## src/rtl/lif_neuron_array.sv

```systemverilog
// Purpose: time-multiplexed bank of leaky integrate-and-fire neurons sharing one datapath.
// Latency: 1 cycle from accept to out_*; one update accepted per cycle.
// Backpressure: in_ready drops with clear and during the N-cycle clear sweep; no output stall.
module lif_neuron_array #(
  parameter int N_NEURONS    = 4,
  parameter int U_WIDTH      = 8,
  parameter int REFRAC_WIDTH = 3,
  parameter int RESET_MODE   = 0,
  parameter int IDX_W        = (N_NEURONS > 1) ? $clog2(N_NEURONS) : 1
) (
  input  logic                    clk,
  input  logic                    rst_n,
  input  logic                    in_valid,
  output logic                    in_ready,
  input  logic [IDX_W-1:0]        in_idx,
  input  logic [U_WIDTH-1:0]      in_sum_wx,
  input  logic [U_WIDTH-1:0]      threshold,
  input  logic [3:0]              leak_shift,
  input  logic [REFRAC_WIDTH-1:0] refrac_period,
  input  logic                    clear,
  output logic                    out_valid,
  output logic [IDX_W-1:0]        out_idx,
  output logic                    out_spike,
  output logic [U_WIDTH-1:0]      out_u
);

  typedef enum logic {ST_RUN, ST_CLEAR} state_t;

  state_t                          r_state;
  logic [IDX_W-1:0]                r_clr_idx;
  logic signed [U_WIDTH-1:0]       r_u   [N_NEURONS];
  logic [REFRAC_WIDTH-1:0]         r_ref [N_NEURONS];
  logic                            r_out_vld;
  logic [IDX_W-1:0]                r_out_idx;
  logic                            r_out_spk;
  logic [U_WIDTH-1:0]              r_out_u;

  logic                            w_idx_ok;
  logic signed [U_WIDTH-1:0]       w_u;
  logic [REFRAC_WIDTH-1:0]         w_r;
  logic                            w_refr;
  logic signed [U_WIDTH-1:0]       w_shifted;
  logic signed [U_WIDTH-1:0]       w_leak;
  logic signed [U_WIDTH:0]         w_sum;
  logic signed [U_WIDTH-1:0]       w_sat;
  logic signed [U_WIDTH-1:0]       w_acc;
  logic [U_WIDTH-1:0]              w_thr;
  logic signed [U_WIDTH:0]         w_acc_x;
  logic signed [U_WIDTH:0]         w_thr_x;
  logic                            w_spike;
  logic [U_WIDTH-1:0]              w_diff;
  logic [U_WIDTH-1:0]              w_u_new;
  logic [REFRAC_WIDTH-1:0]         w_r_new;

  // Updates are only taken in RUN, and never in the cycle clear is requested.
  assign in_ready  = (r_state == ST_RUN) && !clear;
  assign out_valid = r_out_vld;
  assign out_idx   = r_out_idx;
  assign out_spike = r_out_spk;
  assign out_u     = r_out_u;

  // Select the addressed neuron's state; out-of-range indices read as zero and are never written.
  always_comb begin
    w_idx_ok = 1'b0;
    w_u      = '0;
    w_r      = '0;
    for (int k = 0; k < N_NEURONS; k++) begin
      if (32'(in_idx) == k) begin
        w_idx_ok = 1'b1;
        w_u      = r_u[k];
        w_r      = r_ref[k];
      end
    end
  end

  // Shared leak / saturating integrate / threshold / reset datapath.
  always_comb begin
    w_refr    = (w_r != '0);
    w_shifted = w_u >>> leak_shift;
    // u - (u >>> k) always fits in U_WIDTH for k >= 1, so no widening is needed here.
    w_leak    = (leak_shift == 4'd0) ? w_u : (w_u - w_shifted);
    w_sum     = {w_leak[U_WIDTH-1], w_leak} + {in_sum_wx[U_WIDTH-1], in_sum_wx};
    if (w_sum[U_WIDTH] != w_sum[U_WIDTH-1])
      w_sat = w_sum[U_WIDTH] ? {1'b1, {(U_WIDTH-1){1'b0}}} : {1'b0, {(U_WIDTH-1){1'b1}}};
    else
      w_sat = w_sum[U_WIDTH-1:0];
    w_acc   = w_refr ? w_leak : w_sat;
    w_thr   = (threshold == '0) ? {{(U_WIDTH-1){1'b0}}, 1'b1} : threshold;
    // Threshold is unsigned, so compare with one extra bit to keep it positive.
    w_acc_x = {w_acc[U_WIDTH-1], w_acc};
    w_thr_x = {1'b0, w_thr};
    w_spike = !w_refr && (w_acc_x >= w_thr_x);
    // On a spike 1 <= thr <= acc, so the difference is non-negative and fits U_WIDTH bits.
    w_diff  = w_acc - w_thr;
    if (w_spike)
      w_u_new = (RESET_MODE != 0) ? '0 : w_diff;
    else
      w_u_new = w_acc;
    if (w_spike)
      w_r_new = refrac_period;
    else if (w_refr)
      w_r_new = w_r - 1'b1;
    else
      w_r_new = w_r;
  end

  // Run/clear controller, neuron state write-back and registered result.
  always_ff @(posedge clk) begin
    if (!rst_n) begin
      r_state   <= ST_RUN;
      r_clr_idx <= '0;
      r_out_vld <= 1'b0;
      r_out_idx <= '0;
      r_out_spk <= 1'b0;
      r_out_u   <= '0;
      for (int k = 0; k < N_NEURONS; k++) begin
        r_u[k]   <= '0;
        r_ref[k] <= '0;
      end
    end else begin
      r_out_vld <= 1'b0;
      case (r_state)
        ST_RUN: begin
          if (clear) begin
            r_state   <= ST_CLEAR;
            r_clr_idx <= '0;
          end else if (in_valid && w_idx_ok) begin
            for (int k = 0; k < N_NEURONS; k++) begin
              if (32'(in_idx) == k) begin
                r_u[k]   <= w_u_new;
                r_ref[k] <= w_r_new;
              end
            end
            r_out_vld <= 1'b1;
            r_out_idx <= in_idx;
            r_out_spk <= w_spike;
            r_out_u   <= w_u_new;
          end
        end
        ST_CLEAR: begin
          for (int k = 0; k < N_NEURONS; k++) begin
            if (32'(r_clr_idx) == k) begin
              r_u[k]   <= '0;
              r_ref[k] <= '0;
            end
          end
          if (32'(r_clr_idx) == N_NEURONS - 1)
            r_state <= ST_RUN;
          else
            r_clr_idx <= r_clr_idx + IDX_W'(1);
        end
        default: r_state <= ST_RUN;
      endcase
    end
  end

endmodule

```

## config.mk

```make
export PLATFORM = sky130hd
export DESIGN_NAME = lif_neuron_array
export DESIGN_NICKNAME = d
export VERILOG_FILES = /design/src/rtl/lif_neuron_array.sv
export SDC_FILE = /design/constraint.sdc
export NUM_CORES = 1
export LEC_CHECK = 0
export BUFFER_PORTS_ARGS = -buffer_cell sky130_fd_sc_hd__buf_2
export CAP_MARGIN = 20
export CORE_MARGIN = 2
export CORE_UTILIZATION = 55
export DETAILED_ROUTE_END_ITERATION = 8
export GPL_TIMING_DRIVEN = 0
export PLACE_DENSITY_LB_ADDON = 0.05
export SETUP_SLACK_MARGIN = 0.02
export SLEW_MARGIN = 20
export SYNTH_ARGS = -nofsm -noshare
export SYNTH_HDL_FRONTEND = slang
export SYNTH_SLANG_ARGS = --single-unit
export TNS_END_PERCENT = 1
```

## constraint.sdc

```tcl
create_clock -name clk -period 11.2 [get_ports clk]
set_clock_uncertainty 0.2 [all_clocks]
set_input_delay 2.24 -clock clk [delete_from_list [all_inputs] [get_ports clk]]
set_output_delay 2.24 -clock clk [all_outputs]
set_load 0.05 [all_outputs]
```

==> flow_metrics.py <==
metrics = {
    "timing": {
        "slew_violations": 0,
        "setup_viol": 0,
        "rsz0062_at_grt": "no",
        "hold_viol": 0,
        "post-route-min-period_ns": 10.45,
        "tightest_slew_ns": 0.847,
        "fin_crit_sh_pct": 93.3,
        "finalSetupTns_ns": 0,
        "relSlewSlack_pct": 43.2,
        "hold_slack_ns": 0.250,
        "max_freq_mhz": 95.7,
        "setup_ws_ns": 0.751,
    },
    "drt": {
        "viasPerCell": 5.75,
        "antenna_left": 0,
        "num_vias": 3585,
        "drt_iter0_markers": 126,
        "dr.pass1.iters": 5,
        "drc": 0,
        "post_drt_wl_per_cell_um": 16.2,
        "wl_mm": 10.1,
    },
    "status": {
        "status": "completed",
    },
    "cts": {
        "cts_tree": "yes",
        "clk_pin_slew_worst_paths_ns": 0.06,
        "ctsResizeCount": 0,
        "numCtsBuffers": 9,
        "postCtsSetupBuffers": 0,
        "cts-hold-fix-buffers": 0,
        "cts_sinks": 59,
        "insertion_delay_ns": 0.32,
        "clockRootBuffer": "clkbuf_8",
        "htree_num_levels": 3,
        "clockBufferDepth": 2,
    },
    "die": {
        "initial_core_util_pct": 57.4,
        "die_x_um": 91.2,
        "die_h_um": 91.2,
        "pin_count": 42,
        "design.die.area_um2": 8320,
        "core_um2": 7290,
        "rows": 31,
    },
    "critical_path": {
        "worst-setup-path-type": "input pin to flop",
        "critical_path.max_stage_delay_ns": 0.76,
        "cpMaxStageDelayCell": "a211oi_1",
        "crit_path_end_kind": "flop",
        "required_ns": 11.04,
        "critPathMaxFanout": 10,
        "cp_common_cell": "ha_1",
        "worstPathArrival_ns": 10.29,
        "worst_setup_path_start_kind": "input pin",
    },
    "logic_synthesis": {
        "async_reset_ff_share_pct": 0,
        "synth_area_per_cell_um2": 8.89,
        "yosysSeqAreaShare_pct": 33.5,
        "ys_types": 63,
        "syn_inst": 471,
        "yosys_register_bits": 59,
        "synth_area_um2": 4190,
        "synth_edf_count": 22,
        "syn_nets": 535,
        "ys.flop_type": "dfxtp_1",
        "yosysWarnings": 0,
    },
    "place": {
        "dp_hpwl_mm": 7.79,
        "placed_area_um2": 4490,
        "pre_cts_ws_ns": 0.379,
        "portBuffers": 37,
        "place_congestion": 0.897,
        "dp_cells": 607,
    },
    "power_and_ir_drop": {
        "leakage_nw": 1.94,
        "vdd_drop_max_v": 0.000102,
        "power_density_nw_per_um2": 225,
        "finalPower_mw": 1.05,
    },
    "global_route": {
        "first_global_vias": 3493,
        "grt_max_degree": 12,
        "grt_overflow_total": 0,
        "grt_pass1_wl_mm": 16.6,
        "grt_use_total_pct": 25.0,
        "antenna_found_initial": 0,
    },
    "cells_and_area": {
        "final_common_cell": "nor2_1",
        "n_antenna_cell": 0,
        "area_delta_synth_final_pct": 11.4,
        "drive_gt1_share_pct": 15.3,
        "n_fill_cell": 671,
        "layout_common_cells": "53 x nor2_1, 47 x nand2_1, 41 x buf_2, 41 x o21ai_0, 37 x dfxtp_1",
        "final_core_util_pct": 63.9,
        "layout.cells.non_filler": 623,
        "final_nets": 583,
        "stdcell_area_um2": 4660,
    },
    "flow_run": {
        "maxCapViolCount": 0,
    },
    "min_path": {
        "min_path_type": "flop to flop",
    },
}
-- worst paths after layout --
| kind | from | end | slack (ns) | cells past startpoint |
|---|---|---|---|---|
| hold / removal | r_u[3][0] | r_u[3][0] | 0.25 | 2 |
| setup / recovery | in_idx[0] | r_u[1][0] | 0.75 | 30 |
| hold reg to reg | r_u[3][0] | r_u[3][0] | 0.25 | 2 |
| setup reg to reg | r_u[2][7] | r_u[1][0] | 2.70 | 30 |
-- state kept, by name, summed over array words and instances, names as in the netlist --
register   flops
r_clr_idx      2
r_u           32
out_spike      1
out_valid      1
r_state        1
out_u          8
r_ref         12
out_idx        2
-- area by class of cell --
type / count / area [um^2] / share of cell area (%)
tap: 99 / 124 / 2.66
clock inverter: 3 / 15.0 / 0.322
sequential: 59 / 1400 / 30.1
clock buffer: 13 / 149 / 3.19
inverter: 28 / 105 / 2.25
timing repair buffer: 37 / 185 / 3.97
buffer: 23 / 98.8 / 2.12
multi-input combinational: 361 / 2580 / 55.4
-- power breakdown --
part           total [mW]  internal [mW]  leakage [nW]  switching, mW
clock               0.162         0.0851        0.0787         0.0767
combinational       0.646          0.243          1.33          0.403
sequential          0.243          0.237         0.530        0.00570
total                1.05          0.566          1.94          0.485
-- cell usage after synthesis, drive strengths merged (11+ instances only) --
cell | count | share of area, %
nor2 | 53 | 4.8
nand2 | 47 | 4.2
o21ai | 41 | 4.9
dfxtp | 37 | 18
a21oi | 36 | 4.4
ha | 32 | 9.6
inv | 27 | 2.4
edfxtp | 22 | 16
clkbuf | 17 | 1.5
mux4 | 12 | 6.5
nor3 | 12 | 1.4
mux2i | 11 | 2.6
-- metal layers --
metal | vias to the layer above | GRT usage, % | part of all wire, %
li1 | 1801 | - | -
met1 | 1683 | 32.8 | 44
met2 | 87 | 43.2 | 49
met3 | 14 | 2.07 | 5.3
met4 | 0 | 8.96 | 1.4
met5 | - | 0 | 0
-- critical path: cells and delay by family --
kind / cells / cell delay, ns
buf+inv: 5 / 1.16
mux: 4 / 1.15
compound gates: 11 / 2.89
fa+ha+maj: 5 / 1.63
xor+xnor: 1 / 0.38
simple gates: 4 / 0.85
-- cell families after synthesis --
group	share of synthesized area [%]
simple gates	17.6
mux	9.90
xor+xnor	2.09
buf+inv	4.87
fa+ha+maj	11.0
compound gates	21.0
flops	33.5
Note: power is estimated with default switching activity, not from simulation.
